<file path="src/rtl/pa_spsram_mbist_ctrl_pkg.sv">
// Purpose: shared types and March C- tables for the single-port SRAM BIST controller.
// Latency: n/a (package).
// Backpressure: n/a (package).
// Optional feature: PA_MBIST_WEN_TEST_EN adds the WENT state (per-lane write-enable test).
package pa_mbist_pkg;

`ifdef PA_MBIST_WEN_TEST_EN
    typedef enum logic [2:0] {ST_IDLE, ST_MARCH, ST_WENT, ST_DRAIN, ST_DONE} state_t;
`else
    typedef enum logic [2:0] {ST_IDLE, ST_MARCH, ST_DRAIN, ST_DONE} state_t;
`endif

    typedef enum logic [1:0] {OP_W0, OP_W1, OP_R0, OP_R1} op_t;

    localparam logic [2:0] ELEM_W0_UP   = 3'd0;
    localparam logic [2:0] ELEM_R0W1_UP = 3'd1;
    localparam logic [2:0] ELEM_R1W0_UP = 3'd2;
    localparam logic [2:0] ELEM_R0W1_DN = 3'd3;
    localparam logic [2:0] ELEM_R1W0_DN = 3'd4;
    localparam logic [2:0] ELEM_R0_UP   = 3'd5;
    localparam logic [2:0] ELEM_WENT    = 3'd6;

    // Indexed by element code: 1 = element walks addresses downwards.
    localparam logic [7:0] ELEM_IS_DOWN = 8'b0001_1000;
    // Indexed by element code: 1 = element does a read then a write per address.
    localparam logic [7:0] ELEM_TWO_OPS = 8'b0001_1110;

    // Operation of an element; 'second' selects the second op of a two-op element.
    function automatic op_t elem_op(input logic [2:0] elem, input logic second);
        case (elem)
            ELEM_W0_UP:                 elem_op = OP_W0;
            ELEM_R0W1_UP, ELEM_R0W1_DN: elem_op = second ? OP_W1 : OP_R0;
            ELEM_R1W0_UP, ELEM_R1W0_DN: elem_op = second ? OP_W0 : OP_R1;
            default:                    elem_op = OP_R0;
        endcase
    endfunction

endpackage

</file>
<file path="src/rtl/pa_spsram_mbist_ctrl_if.sv">
// Purpose: SRAM port bundle between the BIST controller (master) and the array (slave).
// Latency: n/a (wires only); mem_q is valid the cycle after a read.
// Backpressure: none; the SRAM accepts one operation per cycle.
// Signals: mem_a address, mem_cen/mem_gwen/mem_wen active-low enables, mem_d write data, mem_q read data.
interface pa_spsram_mbist_ctrl_if #(
    parameter int ADDR_WIDTH = 7,
    parameter int DATA_WIDTH = 16,
    parameter int WE_WIDTH   = 16
);
    logic [ADDR_WIDTH-1:0] mem_a;
    logic                  mem_cen;
    logic                  mem_gwen;
    logic [WE_WIDTH-1:0]   mem_wen;
    logic [DATA_WIDTH-1:0] mem_d;
    logic [DATA_WIDTH-1:0] mem_q;

    modport master (output mem_a, mem_cen, mem_gwen, mem_wen, mem_d, input mem_q);
    modport slave  (input mem_a, mem_cen, mem_gwen, mem_wen, mem_d, output mem_q);
endinterface

</file>
<file path="src/rtl/pa_spsram_mbist_ctrl_addr_gen.sv">
// Purpose: up/down address counter for March elements, with terminal-address flag.
// Latency: load/step take effect at the next clock edge; last is combinational from the count.
// Backpressure: none; step advances unconditionally.
// Ports: forever_cpuclk, cpurst_b, load (reload for dir), dir (1 = down), step, addr, last.
module pa_mbist_addr_gen #(
    parameter int ADDR_WIDTH = 7
) (
    input  logic                  forever_cpuclk,
    input  logic                  cpurst_b,
    input  logic                  load,
    input  logic                  dir,
    input  logic                  step,
    output logic [ADDR_WIDTH-1:0] addr,
    output logic                  last
);
    import pa_mbist_pkg::*;

    localparam logic [ADDR_WIDTH-1:0] ONE = ADDR_WIDTH'(1);

    logic dir_q;

    always_ff @(posedge forever_cpuclk or negedge cpurst_b) begin
        if (!cpurst_b) begin
            addr  <= '0;
            dir_q <= 1'b0;
        end else if (load) begin
            addr  <= dir ? '1 : '0;
            dir_q <= dir;
        end else if (step) begin
            addr <= dir_q ? addr - ONE : addr + ONE;
        end
    end

    assign last = dir_q ? (addr == '0) : (addr == '1);

endmodule

</file>
<file path="src/rtl/pa_spsram_mbist_ctrl.sv">
// Purpose: March C- BIST controller for one pa_spsram_* single-port SRAM; logs first miscompare.
// Latency: first SRAM access the cycle after start; 10N ops + 1 drain cycle until done.
// Backpressure: none; start is ignored while busy, done holds until the next accepted start.
// Ports: forever_cpuclk/cpurst_b, mbist_start, mbist_busy/done/pass, mbist_fail_addr/elem/bits,
//        sram (master side of pa_spsram_mbist_ctrl_if, all outputs registered).
// Optional feature: define PA_MBIST_WEN_TEST_EN to append the per-lane WEN test (element 6).
module pa_spsram_mbist_ctrl
    import pa_mbist_pkg::*;
#(
    parameter int ADDR_WIDTH = 7,
    parameter int DATA_WIDTH = 16,
    parameter int WE_WIDTH   = 16
) (
    input  logic                   forever_cpuclk,
    input  logic                   cpurst_b,
    input  logic                   mbist_start,
    output logic                   mbist_busy,
    output logic                   mbist_done,
    output logic                   mbist_pass,
    output logic [ADDR_WIDTH-1:0]  mbist_fail_addr,
    output logic [2:0]             mbist_fail_elem,
    output logic [DATA_WIDTH-1:0]  mbist_fail_bits,
    pa_spsram_mbist_ctrl_if.master sram
);

`ifdef PA_MBIST_WEN_TEST_EN
    localparam int LANE_W = DATA_WIDTH / WE_WIDTH;
    localparam int WIDX_W = $clog2(2 * WE_WIDTH + 1);
    localparam logic [WIDX_W-1:0] WIDX_LAST = WIDX_W'(2 * WE_WIDTH);
    logic [WIDX_W-1:0] widx, nxt_widx;
    int                went_lane;
`endif

    state_t                state, nxt_state;
    logic [2:0]            elem, nxt_elem, elem_inc;
    logic                  phase, nxt_phase;
    logic                  ag_load, ag_dir, ag_step, ag_last;
    logic [ADDR_WIDTH-1:0] ag_addr;

    // Operation to present in the next cycle.
    logic                  op_cen, op_gwen, op_rd;
    logic [WE_WIDTH-1:0]   op_wen;
    logic [DATA_WIDTH-1:0] op_d, op_exp;

    // Operation currently on the SRAM pins.
    logic                  cen_q, gwen_q, rd_q;
    logic [WE_WIDTH-1:0]   wen_q;
    logic [DATA_WIDTH-1:0] d_q, exp_q;

    // Compare stage: the read issued last cycle, checked against mem_q now.
    logic                  cmp_vld;
    logic [DATA_WIDTH-1:0] cmp_exp;
    logic [ADDR_WIDTH-1:0] cmp_addr;
    logic [2:0]            cmp_elem;
    logic [DATA_WIDTH-1:0] cmp_xor;
    logic                  miscmp, fail_q, start_acc;

    pa_mbist_addr_gen #(.ADDR_WIDTH(ADDR_WIDTH)) u_addr_gen (
        .forever_cpuclk (forever_cpuclk),
        .cpurst_b       (cpurst_b),
        .load           (ag_load),
        .dir            (ag_dir),
        .step           (ag_step),
        .addr           (ag_addr),
        .last           (ag_last)
    );

    assign start_acc = mbist_start && (state == ST_IDLE || state == ST_DONE);
    assign cmp_xor   = sram.mem_q ^ cmp_exp;
    assign miscmp    = cmp_vld && (|cmp_xor);

    always_comb begin
        nxt_state = state;
        nxt_elem  = elem;
        nxt_phase = phase;
        elem_inc  = elem + 3'd1;
        ag_load   = 1'b0;
        ag_dir    = 1'b0;
        ag_step   = 1'b0;
`ifdef PA_MBIST_WEN_TEST_EN
        nxt_widx  = widx;
        went_lane = 0;
`endif
        case (state)
            ST_IDLE, ST_DONE: begin
                if (mbist_start) begin
                    nxt_state = ST_MARCH;
                    nxt_elem  = ELEM_W0_UP;
                    nxt_phase = 1'b0;
                    ag_load   = 1'b1;
                end
            end
            ST_MARCH: begin
                if (ELEM_TWO_OPS[elem] && !phase) begin
                    nxt_phase = 1'b1;
                end else if (!ag_last) begin
                    nxt_phase = 1'b0;
                    ag_step   = 1'b1;
                end else if (elem != ELEM_R0_UP) begin
                    // Reload for the next element's direction with no bubble.
                    nxt_elem  = elem_inc;
                    nxt_phase = 1'b0;
                    ag_load   = 1'b1;
                    ag_dir    = ELEM_IS_DOWN[elem_inc];
                end else begin
`ifdef PA_MBIST_WEN_TEST_EN
                    nxt_state = ST_WENT;
                    nxt_elem  = ELEM_WENT;
                    nxt_widx  = '0;
                    ag_load   = 1'b1;
`else
                    nxt_state = ST_DRAIN;
`endif
                end
            end
`ifdef PA_MBIST_WEN_TEST_EN
            ST_WENT: begin
                if (widx == WIDX_LAST) nxt_state = ST_DRAIN;
                else                   nxt_widx  = widx + 1'b1;
            end
`endif
            ST_DRAIN: nxt_state = ST_DONE;
            default:  nxt_state = ST_IDLE;
        endcase

        op_cen  = 1'b1;
        op_gwen = 1'b1;
        op_wen  = '1;
        op_d    = '0;
        op_rd   = 1'b0;
        op_exp  = '0;
        if (nxt_state == ST_MARCH) begin
            op_cen = 1'b0;
            case (elem_op(nxt_elem, nxt_phase))
                OP_W0: begin op_gwen = 1'b0; op_wen = '0; end
                OP_W1: begin op_gwen = 1'b0; op_wen = '0; op_d = '1; end
                OP_R0: op_rd = 1'b1;
                OP_R1: begin op_rd = 1'b1; op_exp = '1; end
                default: op_cen = 1'b1;
            endcase
        end
`ifdef PA_MBIST_WEN_TEST_EN
        else if (nxt_state == ST_WENT) begin
            // Step 0 clears the word; odd steps write ones through one lane, even steps read back.
            op_cen    = 1'b0;
            went_lane = (int'(nxt_widx) - 1) / 2;
            if (nxt_widx == '0) begin
                op_gwen = 1'b0;
                op_wen  = '0;
            end else if (nxt_widx[0]) begin
                op_gwen = 1'b0;
                op_wen  = ~(WE_WIDTH'(1) << went_lane);
                op_d    = '1;
            end else begin
                op_rd = 1'b1;
                for (int j = 0; j < WE_WIDTH; j++) begin
                    if (j <= went_lane) op_exp[j*LANE_W +: LANE_W] = '1;
                end
            end
        end
`endif
    end

    always_ff @(posedge forever_cpuclk or negedge cpurst_b) begin
        if (!cpurst_b) begin
            state           <= ST_IDLE;
            elem            <= '0;
            phase           <= 1'b0;
`ifdef PA_MBIST_WEN_TEST_EN
            widx            <= '0;
`endif
            cen_q           <= 1'b1;
            gwen_q          <= 1'b1;
            wen_q           <= '1;
            d_q             <= '0;
            rd_q            <= 1'b0;
            exp_q           <= '0;
            cmp_vld         <= 1'b0;
            cmp_exp         <= '0;
            cmp_addr        <= '0;
            cmp_elem        <= '0;
            fail_q          <= 1'b0;
            mbist_busy      <= 1'b0;
            mbist_done      <= 1'b0;
            mbist_pass      <= 1'b0;
            mbist_fail_addr <= '0;
            mbist_fail_elem <= '0;
            mbist_fail_bits <= '0;
        end else begin
            state    <= nxt_state;
            elem     <= nxt_elem;
            phase    <= nxt_phase;
`ifdef PA_MBIST_WEN_TEST_EN
            widx     <= nxt_widx;
`endif
            cen_q    <= op_cen;
            gwen_q   <= op_gwen;
            wen_q    <= op_wen;
            d_q      <= op_d;
            rd_q     <= op_rd;
            exp_q    <= op_exp;
            cmp_vld  <= rd_q;
            cmp_exp  <= exp_q;
            cmp_addr <= ag_addr;
            cmp_elem <= elem;

            if (start_acc) begin
                mbist_busy      <= 1'b1;
                mbist_done      <= 1'b0;
                mbist_pass      <= 1'b0;
                fail_q          <= 1'b0;
                mbist_fail_addr <= '0;
                mbist_fail_elem <= '0;
                mbist_fail_bits <= '0;
            end else if (miscmp && !fail_q) begin
                fail_q          <= 1'b1;
                mbist_fail_addr <= cmp_addr;
                mbist_fail_elem <= cmp_elem;
                mbist_fail_bits <= cmp_xor;
            end

            // The drain cycle holds the final compare, so fold it into pass directly.
            if (state == ST_DRAIN) begin
                mbist_busy <= 1'b0;
                mbist_done <= 1'b1;
                mbist_pass <= !(fail_q || miscmp);
            end
        end
    end

    assign sram.mem_a    = ag_addr;
    assign sram.mem_cen  = cen_q;
    assign sram.mem_gwen = gwen_q;
    assign sram.mem_wen  = wen_q;
    assign sram.mem_d    = d_q;

endmodule
</file>
<file path="src/flat_wrapper.sv">
// flat-port wrapper written by rule: the top's interface ports become plain ports
module pa_spsram_mbist_ctrl_flat import pa_mbist_pkg::*;
#(
    parameter int ADDR_WIDTH = 7,
    parameter int DATA_WIDTH = 16,
    parameter int WE_WIDTH   = 16
)
  (forever_cpuclk, cpurst_b, mbist_start, mbist_busy, mbist_done, mbist_pass, mbist_fail_addr, mbist_fail_elem, mbist_fail_bits, sram_mem_a, sram_mem_cen, sram_mem_gwen, sram_mem_wen, sram_mem_d, sram_mem_q);
  pa_spsram_mbist_ctrl_if #(.ADDR_WIDTH(ADDR_WIDTH), .DATA_WIDTH(DATA_WIDTH), .WE_WIDTH(WE_WIDTH)) sram_i ();
  input  logic forever_cpuclk;
  input  logic cpurst_b;
  input  logic mbist_start;
  output logic mbist_busy;
  output logic mbist_done;
  output logic mbist_pass;
  output logic [ADDR_WIDTH-1:0] mbist_fail_addr;
  output logic [2:0] mbist_fail_elem;
  output logic [DATA_WIDTH-1:0] mbist_fail_bits;
  output wire logic [$bits(sram_i.mem_a)-1:0] sram_mem_a;
  output wire logic [$bits(sram_i.mem_cen)-1:0] sram_mem_cen;
  output wire logic [$bits(sram_i.mem_gwen)-1:0] sram_mem_gwen;
  output wire logic [$bits(sram_i.mem_wen)-1:0] sram_mem_wen;
  output wire logic [$bits(sram_i.mem_d)-1:0] sram_mem_d;
  input wire logic [$bits(sram_i.mem_q)-1:0] sram_mem_q;
  assign sram_mem_a = sram_i.mem_a;
  assign sram_mem_cen = sram_i.mem_cen;
  assign sram_mem_gwen = sram_i.mem_gwen;
  assign sram_mem_wen = sram_i.mem_wen;
  assign sram_mem_d = sram_i.mem_d;
  assign sram_i.mem_q = sram_mem_q;
  pa_spsram_mbist_ctrl #(.ADDR_WIDTH(ADDR_WIDTH), .DATA_WIDTH(DATA_WIDTH), .WE_WIDTH(WE_WIDTH)) u_core (.forever_cpuclk(forever_cpuclk), .cpurst_b(cpurst_b), .mbist_start(mbist_start), .mbist_busy(mbist_busy), .mbist_done(mbist_done), .mbist_pass(mbist_pass), .mbist_fail_addr(mbist_fail_addr), .mbist_fail_elem(mbist_fail_elem), .mbist_fail_bits(mbist_fail_bits), .sram(sram_i));
endmodule
</file>
<file path="config.mk">
export PLATFORM = sky130hd
export DESIGN_NAME = pa_spsram_mbist_ctrl_flat
export DESIGN_NICKNAME = d
export VERILOG_FILES = /design/src/rtl/pa_spsram_mbist_ctrl_pkg.sv /design/src/rtl/pa_spsram_mbist_ctrl_if.sv /design/src/rtl/pa_spsram_mbist_ctrl_addr_gen.sv /design/src/rtl/pa_spsram_mbist_ctrl.sv /design/src/flat_wrapper.sv
export SDC_FILE = /design/constraint.sdc
export NUM_CORES = 1
export LEC_CHECK = 0
export CAP_MARGIN = 20
export CORE_ASPECT_RATIO = 0.7
export CORE_UTILIZATION = 35
export CTS_BUF_LIST = sky130_fd_sc_hd__clkbuf_4 sky130_fd_sc_hd__clkbuf_8
export DETAILED_ROUTE_END_ITERATION = 10
export HOLD_SLACK_MARGIN = 0.1
export PLACE_DENSITY = 0.6
export SETUP_SLACK_MARGIN = 0.02
export SLEW_MARGIN = 0
export SYNTH_ARGS = -nofsm -noshare
export SYNTH_HDL_FRONTEND = slang
export SYNTH_SLANG_ARGS = --single-unit
export TNS_END_PERCENT = 100
</file>
<file path="constraint.sdc">
create_clock -name forever_cpuclk -period 2.7 [get_ports forever_cpuclk]
set_input_delay 0.81 -clock forever_cpuclk [delete_from_list [all_inputs] [get_ports forever_cpuclk]]
set_output_delay 0.81 -clock forever_cpuclk [all_outputs]
set_load 0.005 [all_outputs]
</file>
==> summary.md <==
| Metric | Value |
|---|---|
| Status | `finished, final reports clean` |
| Total CTS buffers | `9` |
| First-pass GRT wire length | `11.6 mm` |
| Final Cycle Share | `95.8%` |
| Vias in the first global route | `between 2,000 and 2,500` |
| DR pass1 iterations | `4` |
| Final Hold Vio Count | `0` |
| Wirelength per Cell | `14.0 um` |
| Congestion Overflow GR | `0` |
| Avg Synthesized Cell Area | `about 10 sq um` |
| Clock Pin Slew Worst Setup and Hold Paths | `0.06 ns` |
| Clock Sinks | `62` |
| Setup crit end kind | `register` |
| Slew @ Worst Pin | `0.586 ns` |
| Placer congestion estimate | `0.827` |
| Fraction of layout cells with a size suffix above 1 | `roughly 14%` |
| Syn. warnings | `0` |
| Final Cell Area | `between 0.004 and 0.005 sq mm` |
| Register area share after synthesis | `47.7%` |
| Netlist cell types | `54` |
| Pleak | `1.85 nW` |
| Pwr dens | `approximately 630 mW/mm^2` |
| Fillers | `837` |
| Register bit total from synthesis | `a little over 60` |
| DRC Markers | `0` |
| HP Class | `register to register` |
| CTS tree | `built` |
| Die area | `between 0.009 and 0.01 sq mm` |
| Ys async rst share | `100%` |
| DP Area | `0.00422 sq mm` |
| Setup bufs post-CTS | `0` |
| Nets@finish | `427` |
| Area Growth Syn to Fin | `36.0%` |
| Startpoint Class | `primary input` |
| Mapped Cells | `315` |
| Worst Skew | `0.00638 ns` |
| Longest Clk Path Bufs | `2` |
| Headroom to the max-slew limit | `60.7%` |
| Fmax | `0.387 GHz` |
| Synth Flop Type | `dfrtp_1` |
| Fin util | `49.1%` |
| Commonest non-fill, non-tap cell in the layout | `clkdlybuf4s50_1` |
| Core Rows | `29` |
| Most frequent cells in the layout | `clkdlybuf4s50_1, dfrtp_1, nor2_1` |
| Vias | `2,478` |
| Final setup fails | `0` |
| Largest net degree at the start of global routing | `30` |
| Final ANT Viol Nets | `0` |
| CP Cell Sequence | `clkdlybuf4s50_1 -> or4_1 -> mux2i_1 -> a41oi_1 -> nor2b_2 -> mux2i_1 -> nor2_1` |
| CP Data Arrival Time | `approximately 2.8 ns` |
| Initial Util | `36.1%` |
| Die span in y | `~83 um` |
| Critical path peak fanout | `10` |
| Cell Area, Synth | `roughly 0.0033 sq mm` |
| CTS H-tree depth | `3` |
| Crit path top cell by count | `mux2i_1` |
| I/O Buffers | `approximately 90` |
| Final slew viol count | `0` |
| # diodes | `0` |
| Overall die width | `117 um` |
| CP max stage cell | `nor2b_2` |
| Min cycle time layout | `2.59 ns` |
| Core ar. | `0.00903 sq mm` |
| WL final | `7.38 mm` |
| Max stage delay on crit path | `about 0.59 ns` |
| Required @ worst endpoint | `2.92 ns` |
| Clock Latency Late Sink | `0.33 ns` |
| Via density | `about 4.7` |
| RSZ-0062 raised after global routing | `no` |
| Initial antenna violation count | `0` |
| Drt initial violations | `between 150 and 200` |
| Clk root buf | `clkbuf_8` |
| Maxcap violations | `0` |
| All-layer global routing usage | `15.8%` |
| IO Count | `89` |
| Max VDD drop | `0.334 mV` |
| Syn Nets | `343` |
| Final HPWL DP | `5.25 mm` |
| Post-CTS Hold Buffers | `0` |
| Setup Crit Path Kind | `primary input to register` |
| Post-synth EDFFs | `0` |
[synth_stat cells (2+ instances only)]
library cell | count | share of area (%)
mux2i_1 | 15 | 4.6
xnor2_1 | 20 | 5.4
nand3_1 | 3 | 0.46
clkbuf_1 | 9 | 1.0
dfstp_2 | 2 | 1.6
buf_2 | 2 | 0.31
dfrtp_1 | 60 | 46
o21ai_0 | 5 | 0.77
a211oi_1 | 16 | 3.7
buf_4 | 32 | 7.4
or4_1 | 4 | 0.92
a311o_1 | 2 | 0.61
ha_1 | 8 | 3.1
nor2_1 | 45 | 5.2
nand2_1 | 12 | 1.4
o211ai_1 | 4 | 0.92
inv_1 | 9 | 1.0
nor4b_1 | 2 | 0.54
a21oi_1 | 9 | 1.4
and2_1 | 2 | 0.38
mux2_4 | 2 | 0.92
o21a_1 | 2 | 0.46
nor3_1 | 4 | 0.61
nor4_1 | 2 | 0.38
nor2b_1 | 5 | 0.96
and3_1 | 2 | 0.38
a31oi_1 | 6 | 1.2
nand4_1 | 5 | 0.96
[area by class of cell]
type	instances	area, sq um	share of cell area (%)
flip-flops and latches	62	1550	35.0
multi-input cells	202	1410	31.7
repair buffers	115	1090	24.6
clock buffers	15	194	4.37
well taps	124	155	3.50
inverters	9	33.8	0.762
[registers in the layout, indices dropped and copies added (netlist names), 3 cells and up]
register and flops:
u_core.state 3, u_core.u_addr_gen.addr 7, u_core.cmp_elem 3, u_core.elem 3, u_core.cmp_addr 7, u_core.mbist_fail_addr 7, u_core.mbist_fail_bits 16, u_core.mbist_fail_elem 3
[cell families (layout without fill, tap and decap cells)]
logic type / Yosys count / count (layout) / share of synthesized area (%)
AO/OA/AOI/OAI: 55 / 55 / 12.1
XOR/XNOR: 21 / 21 / 5.64
adder cells (fa/ha/maj): 10 / 10 / 4.03
buffers and inverters: 53 / 139 / 10.1
flip-flops: 62 / 62 / 47.7
multiplexers: 17 / 17 / 5.53
other: 1 / 1 / 0.115
AND/OR/NAND/NOR: 96 / 98 / 14.8
[power breakdown]
| group | switching (W) | internal (W) | total (W) |
|---|---|---|---|
| clock network | 0.000324 | 0.000450 | 0.000773 |
| registers | 0.000167 | 0.00109 | 0.00126 |
| logic | 0.000313 | 0.000463 | 0.000776 |
[path summary, 6_finish.rpt]
check | start | endpoint | slack (ns) | cells after the start
hold reg to reg | u_core.rd_q | u_core.cmp_vld | 0.35 | 0
min in group asynchronous | cpurst_b | u_core.mbist_fail_bits[14] | 0.46 | 1
setup / recovery | sram_mem_q[11] | u_core.mbist_fail_addr[1] | 0.11 | 7
hold / removal | u_core.rd_q | u_core.cmp_vld | 0.35 | 0
max in group asynchronous | cpurst_b | u_core.sram.mem_cen | 1.59 | 2
setup reg to reg | u_core.u_addr_gen.dir_q | u_core.u_addr_gen.addr[6] | 0.31 | 8
[worst max-delay path, delay by kind of cell]
kind / cells / cell delay (ns)
AOI/OAI and AO/OA: 1 / 0.37
muxes: 2 / 0.33
buffers and inverters: 1 / 0.51
and+or+nand+nor: 3 / 0.77
[per-stage QoR]
| stage | hold WS [ns] | setup WS [ns] | cells | power (W) | setup TNS [ns] |
|---|---|---|---|---|---|
| floorplan | 0.331 | 0.274 | 315 | 0.00163 | 0 |
| global placement | 0.336 | -0.379 | 510 | 0.00204 | -9.08 |
| finish | 0.354 | 0.114 | 527 | 0.00281 | 0 |
| global route | 0.363 | 0.0467 | 527 | 0.00299 | 0 |
| CTS | 0.353 | 0.0491 | 526 | 0.00284 | 0 |
| detailed placement | 0.338 | -0.452 | 510 | 0.00206 | -10.46 |
[routing by layer]
layer / GRT usage [%] / part of all wire (%)
met5: 0 / 0
met1: 22.2 / 53
met2: 22.6 / 43
met3: 5.70 / 4.0
met4: 4.29 / 0.45
[what timing repair did]
action                                  in CTS  in global routing
endpoints found under the setup margin      26                 19
pin swaps                                    0                  0
resized for setup                            0                  1
gates cloned                                 1                  1
(Power assumes the default switching activity.)
